<file path="src/rtl/multi_debounce_pkg.sv">
// Shared constants, types and the ms-to-cycles helper for multi_debounce.
// Latency: n/a (package only).
// Backpressure: n/a (package only).
package multi_debounce_pkg;

    localparam int DEF_CLK_FREQ_HZ     = 50_000_000;
    localparam int DEF_DEBOUNCE_MS     = 30;
    localparam int DEF_SYNC_STAGES     = 2;
    localparam int DEF_REPEAT_DELAY_MS = 500;
    localparam int DEF_REPEAT_RATE_MS  = 100;

    // Per-channel conditioned outputs, bundled so the top can fan them out.
    typedef struct packed {
        logic y;
        logic rise;
        logic fall;
        logic rep;
    } chan_out_t;

    // Whole-kHz division first so 50 MHz * 500 ms stays inside 32 bits.
    function automatic int ms_to_cycles(input int clk_hz, input int ms);
        return (clk_hz / 1000) * ms;
    endfunction

endpackage

</file>
<file path="src/rtl/debounce_channel.sv">
// One channel: synchroniser, debounce counter, registered level, edge and repeat pulses.
// Latency: SYNC_STAGES + PERIOD cycles from a stable input to y; rise/fall/rep align with y.
// Backpressure: none; free-running conditioner, outputs are plain levels/pulses.
//
// Ports: clk, reset (async, active-high), xi (polarity-corrected raw pin),
//        o (chan_out_t: y level, rise/fall/rep one-cycle pulses).
// Optional auto-repeat is compiled in with MULTI_DEBOUNCE_REPEAT_EN.
module debounce_channel
    import multi_debounce_pkg::*;
#(
    parameter int PERIOD       = 4,
    parameter int SYNC_STAGES  = DEF_SYNC_STAGES,
    parameter int REPEAT_DELAY = 10,
    parameter int REPEAT_RATE  = 3
) (
    input  logic      clk,
    input  logic      reset,
    input  logic      xi,
    output chan_out_t o
);

    localparam int CW = $clog2(PERIOD + 1);

    logic [SYNC_STAGES-1:0] sync;
    logic [CW-1:0]          cnt;
    logic                   y;
    logic                   rise;
    logic                   fall;
    logic                   rep;
    logic                   s;
    logic                   hit;

    assign s   = sync[SYNC_STAGES-1];
    // hit marks the cycle in which y flips; everything else keys off it.
    assign hit = (s != y) && (cnt == CW'(PERIOD - 1));

    always_ff @(posedge clk or posedge reset) begin
        if (reset) begin
            sync <= '0;
            cnt  <= '0;
            y    <= 1'b0;
            rise <= 1'b0;
            fall <= 1'b0;
        end else begin
            sync <= {sync[SYNC_STAGES-2:0], xi};
            rise <= hit & ~y;
            fall <= hit & y;
            if (s == y) begin
                // Any agreeing sample restarts the wait, filtering short glitches.
                cnt <= '0;
            end else if (hit) begin
                cnt <= '0;
                y   <= ~y;
            end else begin
                cnt <= cnt + 1'b1;
            end
        end
    end

`ifdef MULTI_DEBOUNCE_REPEAT_EN
    localparam int RMAX = (REPEAT_DELAY > REPEAT_RATE) ? REPEAT_DELAY : REPEAT_RATE;
    localparam int RW   = $clog2(RMAX + 1);

    logic [RW-1:0] rcnt;
    logic [RW-1:0] rnxt;
    logic [RW-1:0] rtarget;
    logic          rate_phase;

    assign rnxt    = rcnt + 1'b1;
    // First interval after the press is the long delay, then the short rate.
    assign rtarget = rate_phase ? RW'(REPEAT_RATE) : RW'(REPEAT_DELAY);

    always_ff @(posedge clk or posedge reset) begin
        if (reset) begin
            rcnt       <= '0;
            rate_phase <= 1'b0;
            rep        <= 1'b0;
        end else if (!y || hit) begin
            // Released, rising or falling this cycle: hold idle, no pulse.
            rcnt       <= '0;
            rate_phase <= 1'b0;
            rep        <= 1'b0;
        end else if (rnxt == rtarget) begin
            rcnt       <= '0;
            rate_phase <= 1'b1;
            rep        <= 1'b1;
        end else begin
            rcnt <= rnxt;
            rep  <= 1'b0;
        end
    end
`else
    // Repeat timing has no effect in this build; rep is a hard zero.
    assign rep = 1'b0 & |{REPEAT_DELAY, REPEAT_RATE};
`endif

    assign o = '{y: y, rise: rise, fall: fall, rep: rep};

endmodule

</file>
<file path="src/rtl/multi_debounce.sv">
// N-channel push-button/switch conditioner: polarity fix, sync, debounce, edge and repeat pulses.
// Latency: SYNC_STAGES + PERIOD cycles of stable input to y; rise/fall coincide with the y edge.
// Backpressure: none; every channel runs independently every cycle.
//
// Ports: clk; reset (async, active-high); x[N] raw pins;
//        y[N] debounced level; rise/fall[N] edge pulses; rep[N] auto-repeat pulses.
// Auto-repeat is compiled in with MULTI_DEBOUNCE_REPEAT_EN; otherwise rep is all zero.
module multi_debounce
    import multi_debounce_pkg::*;
#(
    parameter int N               = 4,
    parameter int CLK_FREQ_HZ     = DEF_CLK_FREQ_HZ,
    parameter int DEBOUNCE_MS     = DEF_DEBOUNCE_MS,
    parameter int SYNC_STAGES     = DEF_SYNC_STAGES,
    parameter bit ACTIVE_LOW      = 1'b1,
    parameter int REPEAT_DELAY_MS = DEF_REPEAT_DELAY_MS,
    parameter int REPEAT_RATE_MS  = DEF_REPEAT_RATE_MS
) (
    input  logic         clk,
    input  logic         reset,
    input  logic [N-1:0] x,
    output logic [N-1:0] y,
    output logic [N-1:0] rise,
    output logic [N-1:0] fall,
    output logic [N-1:0] rep
);

    localparam int PERIOD       = ms_to_cycles(CLK_FREQ_HZ, DEBOUNCE_MS);
    localparam int REPEAT_DELAY = ms_to_cycles(CLK_FREQ_HZ, REPEAT_DELAY_MS);
    localparam int REPEAT_RATE  = ms_to_cycles(CLK_FREQ_HZ, REPEAT_RATE_MS);

    logic [N-1:0] xi;

    // Normalise so a 1 always means "pressed" from here on.
    assign xi = ACTIVE_LOW ? ~x : x;

    for (genvar i = 0; i < N; i++) begin : g_ch
        chan_out_t ch_out;

        debounce_channel #(
            .PERIOD       (PERIOD),
            .SYNC_STAGES  (SYNC_STAGES),
            .REPEAT_DELAY (REPEAT_DELAY),
            .REPEAT_RATE  (REPEAT_RATE)
        ) u_ch (
            .clk   (clk),
            .reset (reset),
            .xi    (xi[i]),
            .o     (ch_out)
        );

        assign y[i]    = ch_out.y;
        assign rise[i] = ch_out.rise;
        assign fall[i] = ch_out.fall;
        assign rep[i]  = ch_out.rep;
    end

endmodule

</file>
<file path="config.mk">
export PLATFORM = sky130hd
export DESIGN_NAME = multi_debounce
export DESIGN_NICKNAME = d
export VERILOG_FILES = /design/src/rtl/multi_debounce_pkg.sv /design/src/rtl/debounce_channel.sv /design/src/rtl/multi_debounce.sv
export SDC_FILE = /design/constraint.sdc
export NUM_CORES = 1
export LEC_CHECK = 0
export ABC_CLOCK_PERIOD_IN_PS = 5400
export CAP_MARGIN = 20
export CORE_UTILIZATION = 40
export DETAILED_ROUTE_END_ITERATION = 8
export PLACE_DENSITY_LB_ADDON = 0.12
export RECOVER_POWER = 100
export SYNTH_ARGS = -nofsm -noshare
export SYNTH_HDL_FRONTEND = slang
export SYNTH_SLANG_ARGS = --single-unit
</file>
<file path="constraint.sdc">
create_clock -name clk -period 5.4 [get_ports clk]
set_clock_uncertainty 0.2 [all_clocks]
set_input_delay 1.08 -clock clk [delete_from_list [all_inputs] [get_ports clk]]
set_output_delay 1.08 -clock clk [all_outputs]
set_load 0.1 [all_outputs]
</file>
After elaboration in Yosys (flattened, before gate mapping)
Index checks and enable logic that the tools add are counted.

word-level totals
  register bits after elaboration = 104
  output and inout port bits = 16
  word-level logic and storage cells = 69

operators by class
  add/sub/neg operators = 4
  equality and inequality tests = 12
  muxes and demuxes = 8
  bitwise logic cells = 17
  reductions and logical operators = 8

operator list
  operator               count
  $mux 21                8
  $add 21x1->21 const B  4
  $eq 21x21->1 const B   4
  $and 1x1->1            8
  $not 1->1              8
  $reduce_and 2->1       4
  $eq 1x1->1             4
  $logic_and 1x1->1      4
  $ne 1x1->1             4
  $not 4->4              1

Depth between registers and ports, before layout
Gate-level depths: netlist of the first run.

  depth in word-level cells = 4
  gate-level depth with buffers = 6
  gate-level depth less buffers = 5

Cells and area by module
Synthesis of the first run repeated with hierarchy kept, for this count alone.

second synthesis, totals
  cell total of the unflattened synthesis = 512
  area, all modules = 5230.0 um2

by module, submodules not included
  module            times used  cells an instance  area each (um2)  sequential area each (um2)
  debounce_channel  4           127                1303.8           650.6
  multi_debounce    1           4                  15.0             0.0

Worst setup path before layout of the first run
No wires, ideal clock.

  kind = flip-flop to flip-flop
  start point = register g_ch[0].u_ch.cnt[0]
  end point = register g_ch[0].u_ch.cnt[20]
  setup time = 0.078 ns
  arrival time = 2.016 ns
  data required time = 5.122 ns
  setup slack = 3.106 ns
  cell stages (with the launch flop) = 7
  path buffers = 1
  period minus slack after synthesis = 2.294 ns
  cell sequence = dfrtp_1 -> ha_1 -> nand4_4 -> or4_1 -> buf_2 -> or4_1 -> a21oi_1

between the ends
  cells in the longest elaborated chain, start to end = 4

ends and longest elaborated chain
  item                                                   RTL line                source
  start, declared                                        debounce_channel.sv:25  logic [CW-1:0] cnt;
  start signal, assigned                                 debounce_channel.sv:55  cnt <= cnt + 1'b1;
  branches (longest 2 deep; another with $add 21x1->21)  n/a
  $mux 21 *                                              debounce_channel.sv:51  end else if (hit) begin
  $mux 21 *                                              debounce_channel.sv:48  if (s == y) begin

Every way passes the cells marked *.
A chain may end at the register's enable or synchronous reset.

==> results of run 1 <==
-- report_power, final --
group / total (mW) / leakage [nW] / internal (mW) / switching [mW]
sequential: 0.800 / 1.42 / 0.789 / 0.0109
combinational: 0.0611 / 0.662 / 0.0151 / 0.0460
clock: 0.686 / 0.159 / 0.409 / 0.277
-- worst max-delay path, stage by stage --
cell,delay (ns)
dlygate4sd3_1,0.54
clkinvlp_2,0.78
buf_16,0.33
clkbuf_1,1.02
-- worst max-delay path by stage --
stage	to	slack, ns	depth (start not counted)
4_1_cts	y[1]	2.15	1
3_3_place_gp	g_ch[1].u_ch.cnt[4]$_DFF_PP0_	2.52	3
2_1_floorplan	g_ch[0].u_ch.cnt[0]$_DFF_PP0_	1.39	1
5_1_grt	g_ch[1].u_ch.cnt[4]$_DFF_PP0_	1.07	4
6_report	g_ch[2].u_ch.cnt[13]$_DFF_PP0_	1.65	4
3_5_place_dp	g_ch[1].u_ch.cnt[4]$_DFF_PP0_	2.52	3
-- sequential cells by signal (all words and copies together), names as in the netlist --
register        count
g_ch.u_ch.cnt      84
g_ch.u_ch.fall      4
g_ch.u_ch.rise      4
g_ch.u_ch.sync      8
g_ch.u_ch.y         4
-- per-layer routing --
metal | GRT usage | vias to the layer above | share of wire
li1 | - | 1814 | -
met1 | 0.212 | 1764 | 0.49
met2 | 0.265 | 42 | 0.46
met3 | 0.0432 | 12 | 0.031
met4 | 0.0805 | 0 | 0.020
met5 | 0 | - | 0
-- layout by cell type (no fill, tap or decap), types with 2 or more instances in the layout --
cell type and count:
clkbuf_8 4, dfrtp_1 104, or4_1 22, nor2b_1 2, nand4b_1 2, ha_1 4, and4_1 7, a21oi_1 24
nand3_1 29, or3_1 14, xnor2_1 39, mux2_2 3, nand4_1 21, o31ai_1 12, dlygate4sd3_1 17, clkbuf_1 4
conb_1 4, clkbuf_16 9, xor2_1 17, nand2_1 26, o21ai_0 13, or2_2 2, nor3_1 11, nor2_1 67
nor4_1 12, nor4bb_1 3, nor3b_1 4, and3_1 6, nor4b_1 3, inv_1 23
-- layout make-up --
class                   count  area (um^2)  share of cell area
clock inverters             2         35.0             0.00621
well taps                 168          210              0.0373
inverters                  24         91.3              0.0162
diodes                      1         2.50            0.000443
flip-flops and latches    104         2600               0.461
repair buffers             21          209              0.0370
clock buffers              14          284              0.0503
multi-input cells         357         2210               0.391
-- cells by family (layout without fill, tap and decap cells) --
| group | after synthesis | in the layout | share of synthesized area |
|---|---|---|---|
| other | 1 | 5 | 0.000737 |
| XOR/XNOR | 56 | 56 | 0.0963 |
| multiplexers | 3 | 3 | 0.00664 |
| adder cells (fa/ha/maj) | 4 | 4 | 0.00983 |
| flip-flops | 104 | 104 | 0.511 |
| AO/OA/AOI/OAI | 54 | 54 | 0.0691 |
| AND/OR/NAND/NOR | 236 | 236 | 0.254 |
| buffers and inverters | 53 | 61 | 0.0519 |
-- stage by stage --
stage	hold WS [ns]	std cells	power, mW	util
2_1_floorplan	0.131	514	0.862	-
6_report	0.144	691	1.55	0.462
3_5_place_dp	0.135	673	0.878	0.437
4_1_cts	0.149	689	1.57	0.463
3_3_place_gp	0.133	673	0.877	0.437
5_1_grt	0.153	691	1.61	0.462
==> parameters.txt, run 1 <==
Parameter                              Value

Status
  Status ... complete, no violations

Setup path
  Kind of critical path ... in2async
  Critical path arrival ... 3.79 ns
  Startpoint of the lowest-slack register-to-register path ... g_ch[1].u_ch.cnt[0]$_DFF_PP0_
  Critical Path Start ... reset
  Register-to-Register Setup Slack ... 2.42 ns
  Worst Path Max Fanout ... 51
  Startpoint Class ... primary input
  Reg2Reg Capture Point ... g_ch[1].u_ch.cnt[17]$_DFF_PP0_
  Critical path endpoint category ... asynchronous set/reset pin
  Cells on worst reg2reg path ... 6
  Critical path required time ... 5.44 ns

Die
  Die Footprint ... 13200 um^2
  Count of boundary I/O pins ... 22
  Die H ... 115 um
  Chip Width ... 115 um
  Core box area ... 12200 um^2
  Initial core utilization ... 0.417
  Placement row count ... 40

Placement
  Last weighted congestion value of the routability-driven placer ... 0.792
  Setup slack after placement ... 2.52 ns
  Input/output buffers ... 17
  Standard cell area after detailed placement ... 5330 um^2
  Detailed Place HPWL ... 6.39 mm

Hold path
  Hold Path End ... g_ch[2].u_ch.sync[1]$_DFF_PP0_
  Number of cells on the worst hold path ... 0
  Class of the most critical hold timing path ... reg2reg
  Worst min-delay path startpoint ... g_ch[2].u_ch.sync[0]$_DFF_PP0_

Clock network
  Clock insertion delay at the later pin of the skew report ... 0.35 ns
  Number of buffers created by CTS ... 9
  Number of buffers inserted to repair setup after CTS ... 0
  Resized Gates After CTS ... 0
  Number of buffers on the longest clock path ... 2
  H-tree Lvls ... 3
  CTS Hold Bufs ... 0
  Root buffer selected by CTS ... clkbuf_16
  Clock tree from TritonCTS ... built
  Sinks on Clock Net ... 104
  Clock-pin slew of the registers on the worst-case setup and hold paths ... 0.07 ns

GRT
  Number of antenna violations at the first check in global routing ... 1
  Final global-route overflow total ... 0
  Vias in the first global route ... 3622
  GRT Resource Usage Total ... 0.166
  First-pass GRT wire length ... 17.0 mm
  Largest net degree at the start of global routing ... 80

Power
  Power per unit of standard cell area ... 274 nW/um^2
  Maximum ir drop on the vdd rail ... 200 uV
  Static Leak ... 2.25 nW

Detailed routing
  DRT Wirelength ... 9.41 mm
  Wire length per cell ... 13.6 um
  Routed vias ... 3632
  1st-iter DRT viols ... 192
  Total DRC errors in the routed layout ... 0
  DRT antenna net count ... 0
  Per-cell via count in the routed design ... 5.26
  Drt first pass iters ... 4

Synthesis
  Number of enable flip-flop cells after synthesis ... 0
  Cell types with the highest counts after synthesis ... dfrtp_1, nor2_1, xnor2_1
  Library cell occupying the most area in the post-synthesis netlist ... dfrtp_1
  Cell with the most instances after synthesis ... dfrtp_1
  Share of synthesized flip-flops with an asynchronous set or reset ... 1.00
  Most area-consuming cells after synthesis ... dfrtp_1, xnor2_1, nor2_1
  Count of unique library cells instantiated by Yosys ... 41
  Sequential fraction of the synthesis area ... 0.511
  Average cell area after synthesis ... 9.96 um^2
  Flip-flop cell with the highest count after synthesis ... dfrtp_1
  Netlist Area Pre-Place ... 5090 um^2
  Flip-flop and latch count after synthesis ... 104
  Synth Instances ... 511
  Area share of the leading cell type in the synthesized netlist ... 0.511
  Warnings, synthesis ... 0

Timing
  Crit share post-route ... 0.694
  Final total negative setup slack ... 0 ns
  Pin slew with the least headroom to its limit ... 1.35 ns
  Number of setup violations in the final report ... 0
  Min Clock Period, post-route ... 3.75 ns
  Setup repair after global routing missed its margin ... no
  Worst-case headroom to the max-slew limit ... 0.103
  Setup slack after layout ... 1.65 ns
  Achievable Freq ... 0.267 GHz
  Hold Vio Cnt, Final ... 0
  Slew Limit Fails ... 0

Cells and area
  Final std cell area, no fill ... 5640 um^2
  Share of post-route cells with drive strength above 1 ... 0.0460
  P&R area growth vs syn ... 10.8%
  Filler cell count ... 1226
  Number of nets in the layout ... 527

Flow run
  Maxcap violations ... 0
Note: power is estimated with default switching activity, not from simulation.
==> run 2, diff against run 1 <==
--- a/config.mk
+++ b/config.mk
@@ -5,7 +5,7 @@
 export SDC_FILE = /design/constraint.sdc
 export NUM_CORES = 1
 export LEC_CHECK = 0
-export ABC_CLOCK_PERIOD_IN_PS = 5400
+export ABC_CLOCK_PERIOD_IN_PS = 3400
 export CAP_MARGIN = 20
 export CORE_UTILIZATION = 40
 export DETAILED_ROUTE_END_ITERATION = 8
==> constraint.sdc (replaced) <==
create_clock -name clk -period 3.4 [get_ports clk]
set_clock_uncertainty 0.2 [all_clocks]
set_input_delay 0.68 -clock clk [delete_from_list [all_inputs] [get_ports clk]]
set_output_delay 0.68 -clock clk [all_outputs]
set_load 0.1 [all_outputs]
==> run 2 against run 1 <==
Against the previous run:
- count of clock-buffer cells in the layout down 2
- register-to-register slack worse by 1.7 ns
- sequential share of layout area up 1.2 points
- largest cell class unchanged
- die area unchanged
- largest power group unchanged
- non-clock buffer count up 1
- sequential power up 59%
- clock power up 39%
- power up 50%
- hold slack better by 0.0084 ns
==> parameters.txt, run 2 (synthesis results as in run 1) <==
Parameter                              Value

Detailed routing
  Wire length per cell ... 13.9 um
  DRT antenna net count ... 0
  Total DRC errors in the routed layout ... 0
  Per-cell via count in the routed design ... 5.23
  Routed vias ... 3608
  1st-iter DRT viols ... 195
  DRT Wirelength ... 9.58 mm
  Drt first pass iters ... 4

Clock network
  Clock insertion delay at the later pin of the skew report ... 0.35 ns
  Number of buffers on the longest clock path ... 2
  Number of buffers created by CTS ... 9
  Number of buffers inserted to repair setup after CTS ... 0
  Clock-pin slew of the registers on the worst-case setup and hold paths ... 0.06 ns
  Sinks on Clock Net ... 104
  H-tree Lvls ... 3
  Clock tree from TritonCTS ... built
  Resized Gates After CTS ... 0
  CTS Hold Bufs ... 0
  Root buffer selected by CTS ... clkbuf_16

Cells and area
  Most frequent cells in the layout ... dfrtp_1, nor2_1, xnor2_1
  Flip-flop count of the largest register after layout ... 84
  FF/Latch Area ... 2600 um^2
  Final std cell area, no fill ... 5510 um^2
  Register name with the most flops ... g_ch.u_ch.cnt
  Most common library cell in the layout ignoring fill and taps ... dfrtp_1
  Leading registers by flop count ... g_ch.u_ch.cnt: 84 flops, g_ch.u_ch.sync: 8 flops
  Filler cell count ... 1190
  Antenna diode count ... 0
  P&R area growth vs syn ... 8.13%
  Combined area of the multi-input logic cells ... 2220 um^2
  Share of post-route cells with drive strength above 1 ... 0.0441
  Number of nets in the layout ... 528

Die
  Die H ... 115 um
  Count of boundary I/O pins ... 22
  Placement row count ... 40
  Die Footprint ... 13200 um^2
  Initial core utilization ... 0.417
  Core box area ... 12200 um^2
  Chip Width ... 115 um

Timing
  Pin slew with the least headroom to its limit ... 1.40 ns
  Hold Vio Cnt, Final ... 0
  Final total negative setup slack ... 0 ns
  Crit share post-route ... 0.796
  Slew Limit Fails ... 0
  Achievable Freq ... 0.369 GHz
  Number of setup violations in the final report ... 0
  Worst-case headroom to the max-slew limit ... 0.0653
  Setup repair after global routing missed its margin ... no
  Min Clock Period, post-route ... 2.71 ns

GRT
  Largest net degree at the start of global routing ... 105
  Number of antenna violations at the first check in global routing ... 0
  GRT Resource Usage Total ... 0.164
  Vias in the first global route ... 3514
  Final global-route overflow total ... 0
  First-pass GRT wire length ... 16.8 mm

Setup path
  Startpoint Class ... register
  Critical path arrival ... 2.73 ns
  Worst Path Max Fanout ... 10
  Largest stage delay on the critical path ... 0.96 ns
  Kind of critical path ... reg2reg
  Cell chain of the critical path ... ha_1 > nand4_1 > o41ai_2 > clkbuf_1 > nor2_1
  Critical path endpoint category ... register
  Critical path required time ... 3.42 ns
  Critical-path top delay cell ... o41ai_2
  Register-to-Register Setup Slack ... 0.69 ns

Flow run
  Maxcap violations ... 0

Placement
  Detailed Place HPWL ... 6.43 mm
  Input/output buffers ... 17
  Last weighted congestion value of the routability-driven placer ... 0.783
  Standard cell area after detailed placement ... 5330 um^2

Status
  Status ... complete, no violations

Power
  Total design power ... 2.32 mW
  Static Leak ... 2.15 nW
  Power per unit of standard cell area ... 421 nW/um^2
  Maximum ir drop on the vdd rail ... 243 uV

Hold path
  Class of the most critical hold timing path ... reg2reg
==> run 2: changes by cell type in the layout (fill, tap and decap cells not counted), sizes merged <==
cell and delta:
buf -1, bufinv -1, clkbuf +12, clkinv +2, diode -1, dlygate4sd3 -12
==> run 2: critical path: cells and delay by family, from the launching register on <==
kind	cells	cell delay, ns
fa+ha+maj	1	0.23
flops	1	0.41
simple gates	2	0.41
buf+inv	1	0.36
compound gates	1	0.96
==> run 2: layer usage <==
layer | vias to the layer above | routed length (um) | GRT usage
met5 | - | 0 | 0
met1 | 1751 | 4770 | 0.221
met2 | 47 | 4320 | 0.255
met3 | 9 | 375 | 0.0485
met4 | 0 | 115 | 0.0528
li1 | 1801 | - | -
==> run 2: worst paths after layout <==
path,from,endpoint,depth (start not counted)
worst max-delay path,g_ch[3].u_ch.cnt[0]$_DFF_PP0_,g_ch[3].u_ch.cnt[11]$_DFF_PP0_,5
worst min-delay path,g_ch[1].u_ch.sync[0]$_DFF_PP0_,g_ch[1].u_ch.sync[1]$_DFF_PP0_,0
worst max register to register,g_ch[3].u_ch.cnt[0]$_DFF_PP0_,g_ch[3].u_ch.cnt[11]$_DFF_PP0_,5
worst min register to register,g_ch[1].u_ch.sync[0]$_DFF_PP0_,g_ch[1].u_ch.sync[1]$_DFF_PP0_,0
max in group asynchronous,reset,g_ch[2].u_ch.cnt[15]$_DFF_PP0_,3
min in group asynchronous,reset,g_ch[1].u_ch.rise$_DFF_PP0_,3
==> run 2: final cells by class <==
class | count | share of cell area
well taps | 168 | 0.0382
flip-flops and latches | 104 | 0.473
multi-input cells | 357 | 0.403
repair buffers | 22 | 0.0214
clock inverters | 3 | 0.00341
clock buffers | 12 | 0.0448
inverters | 24 | 0.0170
==> run 2: through the flow <==
step | cells | setup slack, ns | utilization | hold WS [ns]
CTS | 690 | 0.808 | 0.458 | 0.155
finish | 690 | 0.693 | 0.451 | 0.153
global placement | 675 | 0.899 | 0.437 | 0.137
detailed placement | 675 | 0.820 | 0.437 | 0.140
floorplan | 514 | 1.11 | - | 0.131
global route | 690 | 0.504 | 0.451 | 0.161
==> run 2: power by group <==
part           internal (mW)  leakage, nW  total [mW]  switching [mW]
logic                 0.0212        0.589      0.0939          0.0726
registers               1.25         1.42        1.27          0.0167
clock network          0.512        0.132       0.956           0.444
total                   1.79         2.15        2.32           0.533
==> RTL change 1 (config.mk and constraints of run 1) <==
The package constant `DEF_CLK_FREQ_HZ` goes from 50_000_000 to 12_500_000.
--- a/src/rtl/multi_debounce_pkg.sv
+++ b/src/rtl/multi_debounce_pkg.sv
@@ -3,7 +3,7 @@
 // Backpressure: n/a (package only).
 package multi_debounce_pkg;
 
-    localparam int DEF_CLK_FREQ_HZ     = 50_000_000;
+    localparam int DEF_CLK_FREQ_HZ     = 12_500_000;
     localparam int DEF_DEBOUNCE_MS     = 30;
     localparam int DEF_SYNC_STAGES     = 2;
     localparam int DEF_REPEAT_DELAY_MS = 500;
Behaviour: same outputs for any inputs over 10 cycles, from zero or initial values and one cycle with reset high; that may be too few to reach the edited logic, so the function may still have changed.
==> RTL change 1 against run 1 <==
- via count is 12% lower
- area after synthesis fell by 9.7%
- non-clock buffer count decreased by 2
- largest cell class unchanged
- setup slack improved by 0.37 ns
- routed wire length decreased by 13%
- utilization is 0.077 points lower
- sequential cell count fell by 8
- largest power group unchanged
- die area down 9.5%
- global-route usage shrank 1.1 points
- cell area fell by 9.8%
- hold slack improved by 0.012 ns
- sequential share of layout area is 1.1 points higher
- power shrank 7.8%
==> RTL change 1: results (changes against run 1) <==
Among all stages on the critical path, the largest delay is contributed by sky130_fd_sc_hd__clkbuf_1. The iteration-0 DRC count of the detailed router was 55 (-71%); the post-place instance area was 4810 sq um (-9.8%). The run gives 471 (-11%) as the number of nets at the end of the flow.

For the via count of the first global-routing pass, the log shows 3151 (-13%). Critical register-to-register path endpoint: g_ch[1].u_ch.cnt[7]. For the relative max-transition margin, the log shows 4.13% (-6.1 points). The run finished with clean final reports.

The final HPWL from detailed placement was 5460 um (-15%). Number of cells on the worst reg-to-reg path: 5 (-1). The destination of the critical timing path is g_ch[3].u_ch.cnt[6]. The number of vias per cell works out to 5.25 (-0.16%). The total of fill cells in the finished design came out at 1078 (-12%).

Number of diodes added for antenna fixing: 0 (-1). The delay of the slowest cell on the worst path came out at 1.08 ns (+0.06 ns). The run gives 590 (-12%) as the number of placed instances, taps included. The logs give 0.736 (-7.1%) for the weighted congestion reported at the end of routability-driven placement and 2.55 ns (+0.0277 ns) for the setup slack after placement. For the sum of routed wire length over all layers, the log shows 8170 um (-13%).

The largest registers in the layout are g_ch.u_ch.cnt x76, g_ch.u_ch.sync x8. Share of the yosys chip area belonging to registers: 52.2% (+1.1 points). By count the netlist is led by sky130_fd_sc_hd__dfrtp_1, sky130_fd_sc_hd__nor2_1, sky130_fd_sc_hd__xnor2_1. After synthesis, the cell types taking the most area are sky130_fd_sc_hd__dfrtp_1, sky130_fd_sc_hd__xnor2_1, sky130_fd_sc_hd__nor2_1, sky130_fd_sc_hd__xor2_1, sky130_fd_sc_hd__nand3_1. The run gives 40 (-2.4%) as the count of different cell masters after synthesis.

The final worst-path cycle share was 62.5% (-6.9 points). The critical path arrival is 3.39 ns (-0.40 ns), and the global-route usage over all layers is 15.6% (-1.1 points). The global-route wire length before repair is 14500 um (-15%), and the per-instance average area after synthesis is 10.2 sq um (+2.1%). The initial antenna violation count came out at 0 (-1). The clock network latency to the later pin of the worst-skew pair is 0.33 ns (-0.02 ns), and the post-route cell area is 5090 sq um (-9.8%). For the maximum number of pins on one net before global-route repair, the log shows 71 (-11%).

The ratio of cells with drive above 1 in the final layout is 5.36% (+0.77 points), and the largest fanout of any net on the critical path is 70 (+37%).
## RTL change 1: worst min-delay path by stage
stage | startpoint | slack [ns] | end
3_5_place_dp | g_ch[2].u_ch.sync[0] | 0.14 | g_ch[2].u_ch.sync[1]
6_report | g_ch[3].u_ch.sync[0] | 0.16 | g_ch[3].u_ch.sync[1]
4_1_cts | g_ch[2].u_ch.sync[0] | 0.15 | g_ch[2].u_ch.sync[1]
3_3_place_gp | g_ch[3].u_ch.sync[0] | 0.14 | g_ch[3].u_ch.sync[1]
5_1_grt | g_ch[3].u_ch.sync[0] | 0.16 | g_ch[3].u_ch.sync[1]
2_1_floorplan | g_ch[0].u_ch.sync[0] | 0.13 | g_ch[0].u_ch.sync[1]
## RTL change 1: report_power, final
group / internal, W / switching, W / leakage, nW
Sequential: 0.000729 / 0.0000102 / 1.31
Clock: 0.000359 / 0.000274 / 0.146
Combinational: 0.0000120 / 0.0000425 / 0.620
Total: 0.00110 / 0.000326 / 2.08
## RTL change 1: cells by family (layout without fill, tap and decap cells)
logic type	after synthesis	after routing	synth area share (%)
mux	2	2	0.490
buf+inv	40	51	4.76
flops	96	96	52.2
simple gates	213	213	25.2
compound gates	40	40	5.47
other cells	1	4	0.0816
xor+xnor	56	56	10.7
fa+ha+maj	4	4	1.09
## RTL change 1: final cells by class
cell class | instances | share of cell area, %
Clock inverter | 7 | 1.38
Clock buffer | 9 | 4.43
Tap cell | 140 | 3.44
Sequential cell | 96 | 47.2
Inverter | 16 | 1.23
Multi-Input combinational cell | 319 | 38.8
Timing Repair Buffer | 19 | 3.49
## RTL change 1: metal layers
metal | vias up | share of wire [%] | track usage [%]
met2 | 31 | 46 | 24.7
met1 | 1552 | 51 | 21.0
met5 | - | 0 | 0
li1 | 1592 | - | -
met3 | 5 | 2.4 | 2.99
met4 | 0 | 0.84 | 6.10
==> RTL change 2 (config.mk and constraints of run 1) <==
Made on the original files. Register the input `x` before use. The logic sees it one clock later.
--- a/src/rtl/multi_debounce.sv
+++ b/src/rtl/multi_debounce.sv
@@ -29,10 +29,16 @@
     localparam int REPEAT_DELAY = ms_to_cycles(CLK_FREQ_HZ, REPEAT_DELAY_MS);
     localparam int REPEAT_RATE  = ms_to_cycles(CLK_FREQ_HZ, REPEAT_RATE_MS);
 
+    logic [N-1:0] x_q;
+
+    always_ff @(posedge clk) begin
+        x_q <= x;
+    end
+
     logic [N-1:0] xi;
 
     // Normalise so a 1 always means "pressed" from here on.
-    assign xi = ACTIVE_LOW ? ~x : x;
+    assign xi = ACTIVE_LOW ? ~x_q : x_q;
 
     for (genvar i = 0; i < N; i++) begin : g_ch
         chan_out_t ch_out;
Behaviour: no difference found for any inputs over 10 cycles, from zero or initial values and one cycle with reset high; that may be too few to reach the edited logic, so the function may still have changed.
==> RTL change 2 against run 1 <==
- the flow now finishes with violations (capacitance limit, slew limit)
- via count about the same
- power up 3.0%
- non-clock buffer count shrank 1
- register-to-register slack got worse by 0.16 ns
- global-route usage shrank 0.38 points
- largest power group unchanged
- largest cell class unchanged
- sequential cell count rose by 4
- setup slack improved by 0.12 ns
- routed wire length is 2.4% higher
- cell area is 1.1% higher
- count of clock-buffer cells in the layout down 2
- area after synthesis grew 1.6%
- synthesized cell count up 0.78%
==> RTL change 2: results (changes against run 1) <==
Delay of the slowest cell on the worst path: 1.24 ns (+0.22 ns). The global-route track usage on met1 is 21.6% (+0.42 points). Sink of the worst hold path: g_ch[3].u_ch.sync[1].

The maximum number of pins on one net before global-route repair was 76 (-5.0%). The pin slew with the least headroom to its limit was 1.61 ns (+0.265 ns). The run finished, with violations left.

The origin of the worst min-delay path was g_ch[3].u_ch.sync[0]. The critical path arrival came out at 3.60 ns (-0.19 ns). Following the worst setup path forward leads to its endpoint at g_ch[1].u_ch.cnt[10]. The global routing met2 resource utilization was 25.5% (-1.1 points); the count of instances resized after the clock tree is built was 0 (unchanged).

The initial antenna violation count is 0 (-1). For the global-route usage over all layers, the log shows 16.3% (-0.38 points). For the total of clock buffers placed in the layout, the log shows 12 (-2).

The final reports fail on capacitance limit, slew limit. The number of maximum-capacitance constraint violations was 2 (+2); the total of fill cells in the finished design was 1220 (-0.49%). After synthesis, the cell types taking the most area are sky130_fd_sc_hd__dfrtp_1, sky130_fd_sc_hd__xnor2_1, sky130_fd_sc_hd__nor2_1, sky130_fd_sc_hd__or4_1, sky130_fd_sc_hd__xor2_1.

The non-clock buffer area fraction after layout was 3.18% (-0.52 points). The run gives 0.000195 V (-2.4%) as the worst ir drop on vdd. The clock-cell share of area is 5.59% (-0.061 points), and the routed via count is 3631 (-0.028%). Number of cells on the worst reg-to-reg path: 5 (-1). The detailed route wirelength on metal3 came out at 318 um (+10%).

The tools report the met3 usage as 5.07% (+0.75 points). Ratio of cells with drive above 1 in the final layout: 4.38% (-0.22 points). The fraction of synthesis flops using an asynchronous set or reset pin was 96.3% (-3.7 points); the global-route wire length before repair was 16900 um (-0.97%). The number of buffers added on ports came out at 17 (unchanged). The multi-input combinational area share came out at 38.8% (-0.33 points).

The proportion of cell area occupied by registers came out at 47.0% (+0.91 points). The tools report the number of nets at the end of the flow as 530 (+0.57%). The weighted congestion reported at the end of routability-driven placement was 0.785 (-0.91%).

The share of the yosys chip area belonging to registers was 51.9% (+0.76 points); the static power due to leakage was 2.27 nW (+0.91%). The number of max-slew violations in the final report is 42 (+42), and the routed wire length on met2 is 4440 um (+2.5%). The setup slack of the worst register-to-register path is 2.26 ns (-0.16 ns). The startpoint of the worst-slack reg-to-reg timing path is g_ch[3].u_ch.cnt[0]. The count of non-CTS buffers in the layout works out to 20 (-4.8%).

The iteration-0 DRC count of the detailed router was 187 (-2.6%); the number of diodes added for antenna fixing was 0 (-1). The largest fanout of any net on the critical path was 75 (+47%); the flip-flop and latch count after synthesis was 108 (+3.8%). The met1 routed wirelength after detailed routing was 4760 um (+3.5%).

The tools report the critical register-to-register path endpoint as g_ch[3].u_ch.cnt[6]. The count of different cell masters after synthesis is 42 (+2.4%). The run gives 9630 um (+2.4%) as the sum of routed wire length over all layers. The buffer levels on the longest clock path came out at 2 (unchanged).
==> RTL change 2: changes by cell type in the layout (fill, tap and decap cells not counted), sizes merged <==
| cell | before | now |
|---|---|---|
| dfxtp | 0 | 4 |
| buf | 1 | 0 |
| bufinv | 1 | 2 |
| clkbuf | 17 | 15 |
| diode | 1 | 0 |
| inv | 23 | 24 |
==> RTL change 2: report_power, final <==
| part | switching, W | internal [W] |
|---|---|---|
| Sequential | 0.0000112 | 0.000820 |
| Combinational | 0.0000453 | 0.0000127 |
| Clock | 0.000286 | 0.000419 |
| Total | 0.000342 | 0.00125 |
==> RTL change 2: worst register-to-register path, cell delays in order (launching register included) <==
cell	delay (ns)
sky130_fd_sc_hd__dfrtp_1	0.40
sky130_fd_sc_hd__ha_1	0.22
sky130_fd_sc_hd__nand4_1	0.30
sky130_fd_sc_hd__o41ai_1	1.37
sky130_fd_sc_hd__clkbuf_1	0.41
sky130_fd_sc_hd__nor2_1	0.10
==> RTL change 2: cells by family after synthesis <==
kind of cell	count (synthesis)	share of synthesized area [%]
buffers and inverters	53	5.11
flip-flops	108	51.9
AO/OA/AOI/OAI	54	6.80
AND/OR/NAND/NOR	236	25.0
XOR/XNOR	56	9.48
multiplexers	3	0.653
other	1	0.0725
adder cells (fa/ha/maj)	4	0.968
==> RTL change 2: per-stage QoR <==
step / cells / total power, W / hold slack (ns) / instance area, sq um / worst slack (ns)
floorplan: 518 / 0.000894 / 0.131 / 5180 / 1.39
global placement: 681 / 0.000909 / 0.140 / 5420 / 2.50
detailed placement: 681 / 0.000910 / 0.136 / 5420 / 2.48
CTS: 697 / 0.00163 / 0.162 / 5740 / 2.15
global route: 697 / 0.00166 / 0.163 / 5700 / 1.20
finish: 697 / 0.00159 / 0.160 / 5700 / 1.77
